File: src/rtl/neurex_pkg.sv
// Shared definitions for the neurex GEMM scheduler.
//   sched_state_e : scheduler FSM state encoding
//   ceil_div      : rounded-up integer division, also used for tile counts
package neurex_pkg;

    typedef enum logic [2:0] {
        ST_IDLE  = 3'd0,
        ST_LOAD  = 3'd1,
        ST_DRAIN = 3'd2,
        ST_FLUSH = 3'd3,
        ST_DONE  = 3'd4
    } sched_state_e;

    // ceil(a/b); a zero divisor yields zero rather than X
    function automatic logic [31:0] ceil_div(input logic [31:0] a, input logic [31:0] b);
        logic [32:0] num;
        logic [32:0] quo;
        if (b == 32'd0) begin
            ceil_div = 32'd0;
        end else begin
            num      = 33'(a) + 33'(b) - 33'd1;
            quo      = num / 33'(b);
            ceil_div = quo[31:0];
        end
    endfunction

endpackage

File: src/rtl/neurex_gemm_sched_if.sv
// Job/array handshake bundle between a GEMM job source and the tile scheduler.
//   master : job source and array side (drives start, sizes, arr_ready, flush_ack)
//   slave  : scheduler (drives busy/done/err, read strobes/addresses, enables, flush)
interface neurex_gemm_sched_if #(
    parameter int unsigned DATA_WIDTH = 16,
    parameter int unsigned ADDR_WIDTH = 16,
    parameter int unsigned TILE_WIDTH = 5
);
    logic                  start;
    logic [DATA_WIDTH-1:0] num_in;
    logic [DATA_WIDTH-1:0] num_common;
    logic [DATA_WIDTH-1:0] num_out;
    logic                  arr_ready;
    logic                  flush_ack;

    logic                  busy;
    logic                  done;
    logic                  err;
    logic                  in_rd_en;
    logic                  w_rd_en;
    logic [ADDR_WIDTH-1:0] in_rd_addr;
    logic [ADDR_WIDTH-1:0] w_rd_addr;
    logic                  in_en;
    logic                  w_en;
    logic                  acc_flush;
    logic [TILE_WIDTH-1:0] acc_tile;

    modport master (
        output start, num_in, num_common, num_out, arr_ready, flush_ack,
        input  busy, done, err, in_rd_en, w_rd_en, in_rd_addr, w_rd_addr,
               in_en, w_en, acc_flush, acc_tile
    );

    modport slave (
        input  start, num_in, num_common, num_out, arr_ready, flush_ack,
        output busy, done, err, in_rd_en, w_rd_en, in_rd_addr, w_rd_addr,
               in_en, w_en, acc_flush, acc_tile
    );
endinterface

File: src/rtl/neurex_tile_cnt.sv
// Nested tile counter: ct is the inner index, rt the outer one.
//   i_clr     : restart at tile 0 (job accept)
//   i_adv     : step to the next tile
//   i_rt_tot  : number of row tiles, i_ct_tot : number of column tiles
//   o_rt/o_ct : current tile coordinates
//   o_last    : current tile is the final one of the job
//   o_tile    : running tile id modulo ACCUM_SIZE
module neurex_tile_cnt #(
    parameter int unsigned DATA_WIDTH = 16,
    parameter int unsigned ACCUM_SIZE = 32
) (
    input  logic                          clk,
    input  logic                          rstn,
    input  logic                          i_clr,
    input  logic                          i_adv,
    input  logic [DATA_WIDTH-1:0]         i_rt_tot,
    input  logic [DATA_WIDTH-1:0]         i_ct_tot,
    output logic [DATA_WIDTH-1:0]         o_rt,
    output logic [DATA_WIDTH-1:0]         o_ct,
    output logic                          o_last,
    output logic [$clog2(ACCUM_SIZE)-1:0] o_tile
);
    localparam int unsigned DW     = DATA_WIDTH;
    localparam int unsigned TILE_W = $clog2(ACCUM_SIZE);

    logic [DW-1:0]     r_rt;
    logic [DW-1:0]     r_ct;
    logic [TILE_W-1:0] r_tile;
    logic              w_ct_last;
    logic              w_rt_last;

    assign w_ct_last = (r_ct == i_ct_tot - DW'(1));
    assign w_rt_last = (r_rt == i_rt_tot - DW'(1));

    // Tile id is tracked incrementally so no rt*CT multiply is needed
    always_ff @(posedge clk or negedge rstn) begin
        if (!rstn) begin
            r_rt   <= '0;
            r_ct   <= '0;
            r_tile <= '0;
        end else if (i_clr) begin
            r_rt   <= '0;
            r_ct   <= '0;
            r_tile <= '0;
        end else if (i_adv) begin
            if (w_ct_last) begin
                r_ct <= '0;
                r_rt <= r_rt + DW'(1);
            end else begin
                r_ct <= r_ct + DW'(1);
            end
            r_tile <= (r_tile == TILE_W'(ACCUM_SIZE - 1)) ? '0 : r_tile + TILE_W'(1);
        end
    end

    assign o_rt   = r_rt;
    assign o_ct   = r_ct;
    assign o_last = w_ct_last && w_rt_last;
    assign o_tile = r_tile;
endmodule

File: src/rtl/neurex_gemm_sched.sv
// GEMM tile scheduler: splits an (num_in x num_common)*(num_common x num_out)
// job into SYS_ROW x SYS_COL output tiles and sequences buffer reads, array
// enables and accumulator flushes for each tile.
//   clk, rstn : clock, asynchronous active-low reset
//   bus       : job interface (start/sizes/busy/done/err), buffer read
//               strobes and addresses, array enables, accumulator flush
module neurex_gemm_sched #(
    parameter int unsigned SYS_ROW    = 4,
    parameter int unsigned SYS_COL    = 4,
    parameter int unsigned DATA_WIDTH = 16,
    parameter int unsigned ADDR_WIDTH = 16,
    parameter int unsigned ACCUM_SIZE = 32
) (
    input  logic                clk,
    input  logic                rstn,
    neurex_gemm_sched_if.slave  bus
);
    import neurex_pkg::*;

    localparam int unsigned DW        = DATA_WIDTH;
    localparam int unsigned PROD_W    = 2 * DATA_WIDTH;
    localparam int unsigned TILE_W    = $clog2(ACCUM_SIZE);
    localparam int unsigned DRAIN_LEN = SYS_ROW + SYS_COL - 1;
    localparam int unsigned DCNT_W    = $clog2(DRAIN_LEN + 1);

    localparam logic [2:0] S_IDLE  = 3'(ST_IDLE);
    localparam logic [2:0] S_LOAD  = 3'(ST_LOAD);
    localparam logic [2:0] S_DRAIN = 3'(ST_DRAIN);
    localparam logic [2:0] S_FLUSH = 3'(ST_FLUSH);
    localparam logic [2:0] S_DONE  = 3'(ST_DONE);

    logic [2:0]        r_state;
    logic [DW-1:0]     r_k;
    logic [DCNT_W-1:0] r_dcnt;
    logic [DW-1:0]     r_nc;
    logic [DW-1:0]     r_rt_tot;
    logic [DW-1:0]     r_ct_tot;
    logic              r_err;
    logic              r_in_en;
    logic              r_w_en;

    logic [2:0]        w_state_nxt;
    logic [DW-1:0]     w_k_nxt;
    logic [DCNT_W-1:0] w_dcnt_nxt;
    logic              w_accept;
    logic              w_rd_en;
    logic              w_clr;
    logic              w_adv;
    logic              w_zero;
    logic [DW-1:0]     w_rt;
    logic [DW-1:0]     w_ct;
    logic              w_last;
    logic [TILE_W-1:0] w_tile;
    logic [PROD_W-1:0] w_in_prod;
    logic [PROD_W-1:0] w_w_prod;

    assign w_zero = (bus.num_in == '0) || (bus.num_common == '0) || (bus.num_out == '0);

    neurex_tile_cnt #(
        .DATA_WIDTH (DATA_WIDTH),
        .ACCUM_SIZE (ACCUM_SIZE)
    ) u_tile_cnt (
        .clk      (clk),
        .rstn     (rstn),
        .i_clr    (w_clr),
        .i_adv    (w_adv),
        .i_rt_tot (r_rt_tot),
        .i_ct_tot (r_ct_tot),
        .o_rt     (w_rt),
        .o_ct     (w_ct),
        .o_last   (w_last),
        .o_tile   (w_tile)
    );

    // State and datapath registers
    always_ff @(posedge clk or negedge rstn) begin
        if (!rstn) begin
            r_state  <= S_IDLE;
            r_k      <= '0;
            r_dcnt   <= '0;
            r_nc     <= '0;
            r_rt_tot <= '0;
            r_ct_tot <= '0;
            r_err    <= 1'b0;
            r_in_en  <= 1'b0;
            r_w_en   <= 1'b0;
        end else begin
            r_state <= w_state_nxt;
            r_k     <= w_k_nxt;
            r_dcnt  <= w_dcnt_nxt;
            r_in_en <= w_rd_en;
            r_w_en  <= w_rd_en;
            if (w_accept) begin
                r_nc     <= bus.num_common;
                r_rt_tot <= DW'(ceil_div(32'(bus.num_in), 32'(SYS_ROW)));
                r_ct_tot <= DW'(ceil_div(32'(bus.num_out), 32'(SYS_COL)));
                r_err    <= w_zero;
            end
        end
    end

    // Next-state logic; read strobes follow arr_ready within the same cycle
    always_comb begin
        w_state_nxt = r_state;
        w_k_nxt     = r_k;
        w_dcnt_nxt  = r_dcnt;
        w_accept    = 1'b0;
        w_rd_en     = 1'b0;
        w_clr       = 1'b0;
        w_adv       = 1'b0;
        case (r_state)
            S_IDLE: begin
                if (bus.start) begin
                    w_accept    = 1'b1;
                    w_clr       = 1'b1;
                    w_k_nxt     = '0;
                    w_state_nxt = w_zero ? S_DONE : S_LOAD;
                end
            end
            S_LOAD: begin
                if (bus.arr_ready) begin
                    w_rd_en = 1'b1;
                    if (r_k == r_nc - DW'(1)) begin
                        w_k_nxt     = '0;
                        w_dcnt_nxt  = '0;
                        w_state_nxt = S_DRAIN;
                    end else begin
                        w_k_nxt = r_k + DW'(1);
                    end
                end
            end
            S_DRAIN: begin
                if (r_dcnt == DCNT_W'(DRAIN_LEN - 1)) begin
                    w_state_nxt = S_FLUSH;
                end else begin
                    w_dcnt_nxt = r_dcnt + DCNT_W'(1);
                end
            end
            S_FLUSH: begin
                if (bus.flush_ack) begin
                    if (w_last) begin
                        w_state_nxt = S_DONE;
                    end else begin
                        w_adv       = 1'b1;
                        w_k_nxt     = '0;
                        w_state_nxt = S_LOAD;
                    end
                end
            end
            S_DONE: begin
                w_state_nxt = S_IDLE;
            end
            default: begin
                w_state_nxt = S_IDLE;
            end
        endcase
    end

    // Addresses formed at double width, then truncated to the buffer width
    assign w_in_prod = PROD_W'(w_rt) * PROD_W'(r_nc) + PROD_W'(r_k);
    assign w_w_prod  = PROD_W'(w_ct) * PROD_W'(r_nc) + PROD_W'(r_k);

    assign bus.busy       = (r_state != S_IDLE);
    assign bus.done       = (r_state == S_DONE);
    assign bus.err        = (r_state == S_DONE) && r_err;
    assign bus.in_rd_en   = w_rd_en;
    assign bus.w_rd_en    = w_rd_en;
    assign bus.in_rd_addr = ADDR_WIDTH'(w_in_prod);
    assign bus.w_rd_addr  = ADDR_WIDTH'(w_w_prod);
    assign bus.in_en      = r_in_en;
    assign bus.w_en       = r_w_en;
    assign bus.acc_flush  = (r_state == S_FLUSH);
    assign bus.acc_tile   = w_tile;
endmodule

File: src/flat_wrapper.sv
// flat-port wrapper written by rule: the top's interface ports become plain ports
module neurex_gemm_sched_flat import neurex_pkg::*;
#(
    parameter int unsigned SYS_ROW    = 4,
    parameter int unsigned SYS_COL    = 4,
    parameter int unsigned DATA_WIDTH = 16,
    parameter int unsigned ADDR_WIDTH = 16,
    parameter int unsigned ACCUM_SIZE = 32
)
  (clk, rstn, bus_start, bus_num_in, bus_num_common, bus_num_out, bus_arr_ready, bus_flush_ack, bus_busy, bus_done, bus_err, bus_in_rd_en, bus_w_rd_en, bus_in_rd_addr, bus_w_rd_addr, bus_in_en, bus_w_en, bus_acc_flush, bus_acc_tile);
  neurex_gemm_sched_if #(.DATA_WIDTH(DATA_WIDTH), .ADDR_WIDTH(ADDR_WIDTH), .TILE_WIDTH(5)) bus_i ();
  input  logic clk;
  input  logic rstn;
  input wire logic [$bits(bus_i.start)-1:0] bus_start;
  input wire logic [$bits(bus_i.num_in)-1:0] bus_num_in;
  input wire logic [$bits(bus_i.num_common)-1:0] bus_num_common;
  input wire logic [$bits(bus_i.num_out)-1:0] bus_num_out;
  input wire logic [$bits(bus_i.arr_ready)-1:0] bus_arr_ready;
  input wire logic [$bits(bus_i.flush_ack)-1:0] bus_flush_ack;
  output wire logic [$bits(bus_i.busy)-1:0] bus_busy;
  output wire logic [$bits(bus_i.done)-1:0] bus_done;
  output wire logic [$bits(bus_i.err)-1:0] bus_err;
  output wire logic [$bits(bus_i.in_rd_en)-1:0] bus_in_rd_en;
  output wire logic [$bits(bus_i.w_rd_en)-1:0] bus_w_rd_en;
  output wire logic [$bits(bus_i.in_rd_addr)-1:0] bus_in_rd_addr;
  output wire logic [$bits(bus_i.w_rd_addr)-1:0] bus_w_rd_addr;
  output wire logic [$bits(bus_i.in_en)-1:0] bus_in_en;
  output wire logic [$bits(bus_i.w_en)-1:0] bus_w_en;
  output wire logic [$bits(bus_i.acc_flush)-1:0] bus_acc_flush;
  output wire logic [$bits(bus_i.acc_tile)-1:0] bus_acc_tile;
  assign bus_i.start = bus_start;
  assign bus_i.num_in = bus_num_in;
  assign bus_i.num_common = bus_num_common;
  assign bus_i.num_out = bus_num_out;
  assign bus_i.arr_ready = bus_arr_ready;
  assign bus_i.flush_ack = bus_flush_ack;
  assign bus_busy = bus_i.busy;
  assign bus_done = bus_i.done;
  assign bus_err = bus_i.err;
  assign bus_in_rd_en = bus_i.in_rd_en;
  assign bus_w_rd_en = bus_i.w_rd_en;
  assign bus_in_rd_addr = bus_i.in_rd_addr;
  assign bus_w_rd_addr = bus_i.w_rd_addr;
  assign bus_in_en = bus_i.in_en;
  assign bus_w_en = bus_i.w_en;
  assign bus_acc_flush = bus_i.acc_flush;
  assign bus_acc_tile = bus_i.acc_tile;
  neurex_gemm_sched #(.SYS_ROW(SYS_ROW), .SYS_COL(SYS_COL), .DATA_WIDTH(DATA_WIDTH), .ADDR_WIDTH(ADDR_WIDTH), .ACCUM_SIZE(ACCUM_SIZE)) u_core (.clk(clk), .rstn(rstn), .bus(bus_i));
endmodule
File: config.mk
export PLATFORM = sky130hd
export DESIGN_NAME = neurex_gemm_sched_flat
export DESIGN_NICKNAME = d
export VERILOG_FILES = /design/src/rtl/neurex_pkg.sv /design/src/rtl/neurex_gemm_sched_if.sv /design/src/rtl/neurex_tile_cnt.sv /design/src/rtl/neurex_gemm_sched.sv /design/src/flat_wrapper.sv
export SDC_FILE = /design/constraint.sdc
export NUM_CORES = 1
export LEC_CHECK = 0
export ABC_AREA = 1
export CAP_MARGIN = 40
export CORE_MARGIN = 2
export CORE_UTILIZATION = 54
export DETAILED_ROUTE_END_ITERATION = 12
export PLACE_DENSITY = 0.73
export SYNTH_ARGS = -nofsm -noshare
export SYNTH_HDL_FRONTEND = slang
export SYNTH_SLANG_ARGS = --single-unit
export TNS_END_PERCENT = 20
File: constraint.sdc
create_clock -name clk -period 8.95 [get_ports clk]
set_input_delay 0.895 -clock clk [delete_from_list [all_inputs] [get_ports clk]]
set_output_delay 0.895 -clock clk [all_outputs]
set_load 0.05 [all_outputs]
Word-level counts from Yosys, hierarchy flattened
Cells that the tools add are included.
{ "totals": {"regBits": 109, "inputBits": 53, "output_inout_bits": 45, "elab_cells": 94} }
{ "op_classes": {"eq_ne": 16, "n_mux": 34, "reduce_logical": 17, "addsub": 14, "multipliers": 2} }
{ "op_table": {"columns": ["operator", "count"], "rows": [
  ["two-way mux 16 bit", 11],
  ["adder 16 x 1 -> 16 bit (second input constant)", 3],
  ["== test 16 bit", 3],
  ["logical NOT 16 bit", 3],
  ["case mux 16 bit (3 select lines)", 1],
  ["subtractor 16 x 1 -> 16 bit (second input constant)", 3],
  ["subtractor 18 x 1 -> 18 bit (second input constant)", 2],
  ["adder 16 x 3 -> 17 bit (second input constant)", 2],
  ["adder 16 bit", 2],
  ["multiplier 16 x 16 -> 16 bit", 2],
  ["two-way mux 3 bit", 10],
  ["two-way mux 5 bit", 3],
  ["case mux 3 bit (4 select lines)", 1],
  ["!= test 2 bit (second input constant)", 5],
  ["AND reduction 5 bit", 2],
  ["two-way mux 1 bit", 7],
  ["== test 3 x 2 -> 1 bit (second input constant)", 2],
  ["== test 3 bit (second input constant)", 2],
  ["case mux 3 bit (2 select lines)", 1],
  ["nonzero test 2 bit", 3],
  ["nonzero test 3 bit", 2],
  ["adder 5 x 1 -> 5 bit (second input constant)", 1],
  ["== test 5 bit (second input constant)", 1],
  ["!= test 2 x 1 -> 1 bit (second input constant)", 2],
  ["other kinds (7)", 9]
]} }

Logic depth before layout (Yosys ltp)
{ "logic_depth": {"depth_word": 8, "depth_mapped": 28, "depth_no_buf": 26} }

Modules after synthesis
From an unflattened synthesis, not the netlist that was laid out.
{ "hier_totals": {"cells_unflattened": 2387, "hier_area_um2": 17036.3} }
{ "by_module_without_submodules": {"columns": ["mod", "area_per_inst_um2", "n_inst", "seq_area_each_um2", "cells_per_inst"], "rows": [
  ["neurex_gemm_sched", 13643.1, 1, 1751.7, 1875],
  ["neurex_tile_cnt", 3393.3, 1, 925.9, 512]
]} }

Worst setup path before layout
No wires, ideal clock.
{ "synth_timing": {"kind": "flip-flop to output port", "start": "reg u_core.r_nc[1]", "end": "out bus_w_rd_addr[15]", "setup_slack_ns": 2.351, "n_path_buf": 2, "stages_incl_launch_ff": 24, "t_arrival_ns": 5.704, "required_time_ns": 8.055, "path_cell_list": "dfrtp_1 -> clkbuf_1 -> clkbuf_1 -> nand2_1 -> fa_1 -> inv_1 -> fa_1 -> ha_1 -> fa_1 -> inv_1 -> fa_1 -> fa_1 -> inv_1 -> ha_1 -> a21oi_1 -> o21ai_0 -> a21oi_1 -> o21ai_0 -> nand2_1 -> inv_1 -> or2_2 -> a21oi_1 -> nand3_1 -> nand2_1"} }
{ "synth_between": {"elab_chain_cells": 2} }
{ "synth_rtl": {"columns": ["element", "line", "source"], "rows": [
  ["start: declaration", "neurex_gemm_sched.sv:35", "logic [DW-1:0] r_nc;"],
  ["start signal: assignment", "neurex_gemm_sched.sv:94", "r_nc <= bus.num_common;"],
  ["multiplier 16 x 16 -> 16 bit", "neurex_gemm_sched.sv:161", "assign w_w_prod = PROD_W'(w_ct) * PROD_W'(r_nc) + PROD_W'(r_k);"],
  ["adder 16 bit", "neurex_gemm_sched.sv:161", null],
  ["end: declaration", "flat_wrapper.sv:26", "output wire logic [$bits(bus_i.w_rd_addr)-1:0] bus_w_rd_addr;"]
]} }
Every way passes these cells.

Final worst setup path
{ "layout_timing": {"start": "reg u_core.r_nc[6]", "end": "out bus_w_rd_addr[15]"} }
Same word-level chain as after synthesis.

==> metrics.txt <==
# TYPE chip_impl_metric gauge
chip_impl_metric{name="cts-buffers-inserted",unit=""} 9
chip_impl_metric{name="first_global_vias",unit=""} 15252
chip_impl_metric{name="dpl.cell_count",unit=""} 2885
chip_impl_metric{name="peakVddDrop",unit="V"} 0.000423
chip_impl_metric{name="seq_area",unit="mm2"} 0.00273
chip_impl_metric{name="finish.instance_area",unit="mm2"} 0.0190
chip_impl_info{name="synth_largest_area_cell",value="fa_1"} 1
chip_impl_metric{name="syn-mean-instance-area",unit="um2"} 7.05
chip_impl_metric{name="cts_max_level",unit=""} 3
chip_impl_metric{name="syn_to_final_growth",unit="%"} 8.87
chip_impl_metric{name="clkSlewWorstSetupHoldPaths",unit="ns"} 0.08
chip_impl_info{name="ys_top_cells_by_area",value="fa_1 22%, nand2_1 16%, dfrtp_1 16%"} 1
chip_impl_info{name="crit_path_end_kind",value="output port"} 1
chip_impl_metric{name="post_cts_resized",unit=""} 0
chip_impl_metric{name="dpl-instance-area",unit="mm2"} 0.0186
chip_impl_metric{name="cellInternalPower",unit="mW"} 2.35
chip_impl_metric{name="worst_skew_pair.late_latency",unit="ns"} 0.37
chip_impl_info{name="hold_path.startpoint",value="u_core.r_ct_tot[15]"} 1
chip_impl_metric{name="route.detailed.wl_per_inst",unit="um"} 14.4
chip_impl_metric{name="post-route-util",unit="%"} 60.0
chip_impl_info{name="tritoncts",value="yes"} 1
chip_impl_info{name="grt_setup_unrepaired",value="false"} 1
chip_impl_metric{name="netlist_instances",unit=""} 2472
chip_impl_metric{name="die_footprint",unit="mm2"} 0.0337
chip_impl_metric{name="grt.overflow.total",unit=""} 0
chip_impl_metric{name="netlist_area_before_placement",unit="mm2"} 0.0174
chip_impl_metric{name="total_power",unit="mW"} 5.63
chip_impl_metric{name="dr_total_vias",unit=""} 15065
chip_impl_metric{name="powerDensity",unit="mW/mm2"} 297
chip_impl_info{name="launching_point_of_the_worst_reg2reg_path",value="u_core.r_nc[0]"} 1
chip_impl_metric{name="gr_usage_total",unit="%"} 26.1
chip_impl_metric{name="clock_tree.buffer_depth",unit=""} 2
chip_impl_metric{name="finalCritPeriodShare",unit="%"} 90.9
chip_impl_metric{name="cts_hold_repair.buffers",unit=""} 0
chip_impl_metric{name="multi_input_area",unit="mm2"} 0.0122
chip_impl_metric{name="num_rows",unit=""} 65
chip_impl_info{name="r2r-end",value="u_core.r_state[1]"} 1
chip_impl_metric{name="design.core.area",unit="mm2"} 0.0316
chip_impl_info{name="cell_chain_of_the_critical_path",value="nand2_1, inv_1, fa_1, fa_1, ha_1, fa_1, inv_1, fa_1, fa_1, inv_1, ha_1, a21oi_1, o21ai_0, a21oi_1, o21ai_0, nand2_1, inv_1, or2_2, a21oi_1, nand3_1, nand2_1, clkdlybuf4s50_1"} 1
chip_impl_info{name="ys.flop_type",value="dfrtp_1"} 1
chip_impl_metric{name="setup_skew_after_layout",unit="ns"} 0.0168
chip_impl_metric{name="reg2reg_slack",unit="ns"} 5.52
chip_impl_info{name="min-delay-path-class",value="reg -> reg"} 1
chip_impl_info{name="cpLargestDelayFamily",value="adder cells"} 1
chip_impl_metric{name="synth_enable_flop_cells",unit=""} 0
chip_impl_metric{name="grt_max_degree",unit=""} 73
chip_impl_info{name="crit_path_frequent_cell",value="fa_1"} 1
chip_impl_metric{name="place_worst_setup_slack",unit="ns"} 1.32
chip_impl_metric{name="yosys_warnings",unit=""} 0
chip_impl_metric{name="dpl.hpwl",unit="um"} 33700
chip_impl_info{name="worstSetupStartpointType",value="flip-flop"} 1
chip_impl_metric{name="ys_async_sr_fraction",unit="%"} 100
chip_impl_metric{name="fp.dieW",unit="um"} 184
chip_impl_metric{name="slew_of_the_pin_with_the_lowest_slew_margin",unit="ns"} 0.956
chip_impl_metric{name="placement.io_buffers",unit=""} 97
chip_impl_metric{name="detailedRoute.firstPassIterationCount",unit=""} 6
chip_impl_metric{name="drv.max_cap_violation_count",unit=""} 0
chip_impl_metric{name="critPathMaxStageDelay",unit="ns"} 0.97
chip_impl_metric{name="yosysSeqAreaShare",unit="%"} 15.6
chip_impl_metric{name="wire_length_of_the_first_global_routing_pass",unit="um"} 71000
chip_impl_metric{name="timing_max_transition_violations_final",unit=""} 0
chip_impl_metric{name="net_count_of_the_mapped_netlist",unit=""} 2831
chip_impl_metric{name="final_nets",unit=""} 2853
chip_impl_info{name="whs_endpoint",value="u_core.r_ct_tot[15]"} 1
chip_impl_metric{name="initial_core_util",unit="%"} 55.1
chip_impl_info{name="critical_path.slowest_cell",value="dfrtp_1"} 1
chip_impl_metric{name="length_in_cells_of_the_worst_reg_to_reg_path",unit=""} 14
chip_impl_metric{name="clock_period_minus_worst_slack",unit="ns"} 8.14
chip_impl_metric{name="crit_cells",unit=""} 22
chip_impl_metric{name="worstHoldPathCells",unit=""} 2
chip_impl_metric{name="fp.dieH",unit="um"} 184
chip_impl_metric{name="timing.final.hold_violations",unit=""} 0
chip_impl_metric{name="share_of_layout_cells_above_drive_strength_1",unit="%"} 2.80
chip_impl_metric{name="pwr-share-clk",unit="%"} 7.8
chip_impl_metric{name="io_pins",unit=""} 98
chip_impl_metric{name="max_clock_freq",unit="MHz"} 123
chip_impl_metric{name="required",unit="ns"} 8.06
chip_impl_info{name="setup.worst_path.class",value="reg -> out"} 1
chip_impl_metric{name="postCtsSetupRepairBufs",unit=""} 0
chip_impl_info{name="run_status",value="complete, no violations"} 1
chip_impl_metric{name="power.static_leakage",unit="nW"} 9.97
chip_impl_metric{name="final-instance-count-excl-fill",unit=""} 2901
chip_impl_metric{name="combPwrFrac",unit="%"} 72.8
chip_impl_metric{name="setup_violations",unit=""} 0
chip_impl_metric{name="cp_num_buf_inv",unit=""} 5
chip_impl_metric{name="power.switching_fraction",unit="%"} 58.2
chip_impl_metric{name="ys_types",unit=""} 50
chip_impl_metric{name="p_switching",unit="mW"} 3.28
chip_impl_metric{name="cp_max_fo",unit=""} 22
chip_impl_metric{name="placer_congestion",unit=""} 0.895
chip_impl_metric{name="fin_tns_setup",unit="ns"} 0
chip_impl_metric{name="final.hold.worst_slack",unit="ns"} 0.508
chip_impl_metric{name="netlist.area_leader.share",unit="%"} 21.6
chip_impl_metric{name="clkSinkCount",unit=""} 109
chip_impl_metric{name="fillCellCount",unit=""} 2922
chip_impl_metric{name="seq_power_share",unit="%"} 19.3
chip_impl_metric{name="post_detailed_routing_wire_length",unit="um"} 41800
chip_impl_metric{name="grt_antenna_before_repair",unit=""} 0
chip_impl_metric{name="drc",unit=""} 0
chip_impl_info{name="synthTopCellsByCount",value="728 x nand2_1, 532 x inv_1, 188 x fa_1"} 1
chip_impl_metric{name="drt-initial-drc-count",unit=""} 972
chip_impl_metric{name="timing.slew.headroom",unit="%"} 36.2
chip_impl_metric{name="final_antenna_net_count",unit=""} 0
chip_impl_metric{name="timing.critical_path.arrival",unit="ns"} 7.24
chip_impl_metric{name="postSynthRegisterBits",unit=""} 109
chip_impl_info{name="ctsRootBufferMaster",value="clkbuf_16"} 1
chip_impl_metric{name="post_drt_via_cell_ratio",unit=""} 5.19
chip_impl_metric{name="finalWorstSetupSlack",unit="ns"} 0.814
chip_impl_metric{name="antenna-diode-count",unit=""} 0
chip_impl_info{name="synthMostInstantiatedCell",value="nand2_1"} 1
final cells by class:
| type | instances | area share [%] |
|---|---|---|
| tap | 402 | 2.65 |
| inverter | 535 | 10.6 |
| clock inverter | 6 | 0.468 |
| timing repair buffer | 112 | 6.13 |
| multi-input combinational | 1727 | 64.5 |
| sequential | 109 | 14.4 |
| clock buffer | 10 | 1.26 |
sequential cells by signal, summed over array words and instances, names as in the netlist:
signal	count
u_core.bus.in_en	1
u_core.r_ct_tot	16
u_core.r_dcnt	3
u_core.r_err	1
u_core.r_k	16
u_core.r_nc	16
u_core.r_rt_tot	16
u_core.r_state	3
u_core.u_tile_cnt.o_ct	16
u_core.u_tile_cnt.o_rt	16
u_core.u_tile_cnt.o_tile	5
worst register-to-register path, stage by stage (launching register included):
cell and delay, ns:
dfrtp_1 0.60, inv_1 0.26, ha_1 0.25, nand2_1 0.09
nor2_2 0.17, nand2_1 0.11, nor2_1 0.19, xor2_1 0.17
nand2_1 0.07, nor2_1 0.09, nand2_1 0.07, nor2_2 0.56
nor2_1 0.30, nor2_1 0.27, o21ai_0 0.12
cell families after synthesis:
family | after synthesis | share of synthesized area [%]
flops | 109 | 15.6
buf+inv | 636 | 14.1
fa+ha+maj | 306 | 30.1
compound gates | 138 | 4.39
simple gates | 1094 | 26.1
xor+xnor | 189 | 9.66
layout by cell type, fill, tap and decap left out, drive strengths merged, types with 7 or more instances in the layout:
cell	instances
a21oi	29
buf	16
clkbuf	10
clkdlybuf4s50	96
dfrtp	109
fa	188
ha	118
inv	537
nand2	731
nand3	93
nand3b	7
nand4	26
nor2	179
nor3	26
nor4	20
o21ai	78
or2	9
xnor2	64
xor2	123
how the worst max path moves through the flow:
stage | start | to | slack, ns
2_1_floorplan | u_core.r_nc[1] | bus_w_rd_addr[15] | 2.35
3_3_place_gp | u_core.r_nc[2] | bus_w_rd_addr[15] | 1.18
3_5_place_dp | u_core.u_tile_cnt.o_ct[6] | bus_w_rd_addr[15] | 1.32
4_1_cts | u_core.r_nc[1] | bus_w_rd_addr[15] | 0.91
5_1_grt | u_core.r_nc[6] | bus_w_rd_addr[15] | 0.53
6_report | u_core.r_nc[6] | bus_w_rd_addr[15] | 0.81
per-layer routing:
| metal | track usage (%) | vias up | wire, um |
|---|---|---|---|
| met3 | 1.98 | 91 | 2080 |
| met4 | 12.1 | 0 | 1920 |
| met2 | 46.7 | 422 | 20400 |
| met1 | 32.1 | 7159 | 17300 |
| li1 | - | 7393 | - |
| met5 | 0 | - | 0 |
power by group through the flow:
stage          logic, mW  registers, mW  clock network (mW)
6_report            4.10           1.09               0.441
2_1_floorplan       3.24          0.790                   0
4_1_cts             4.13           1.07               0.449
5_1_grt             4.61           1.11               0.469
3_5_place_dp        4.11           1.08                   0
3_3_place_gp        3.88           1.13                   0
Power figures use the tool's default switching activity.
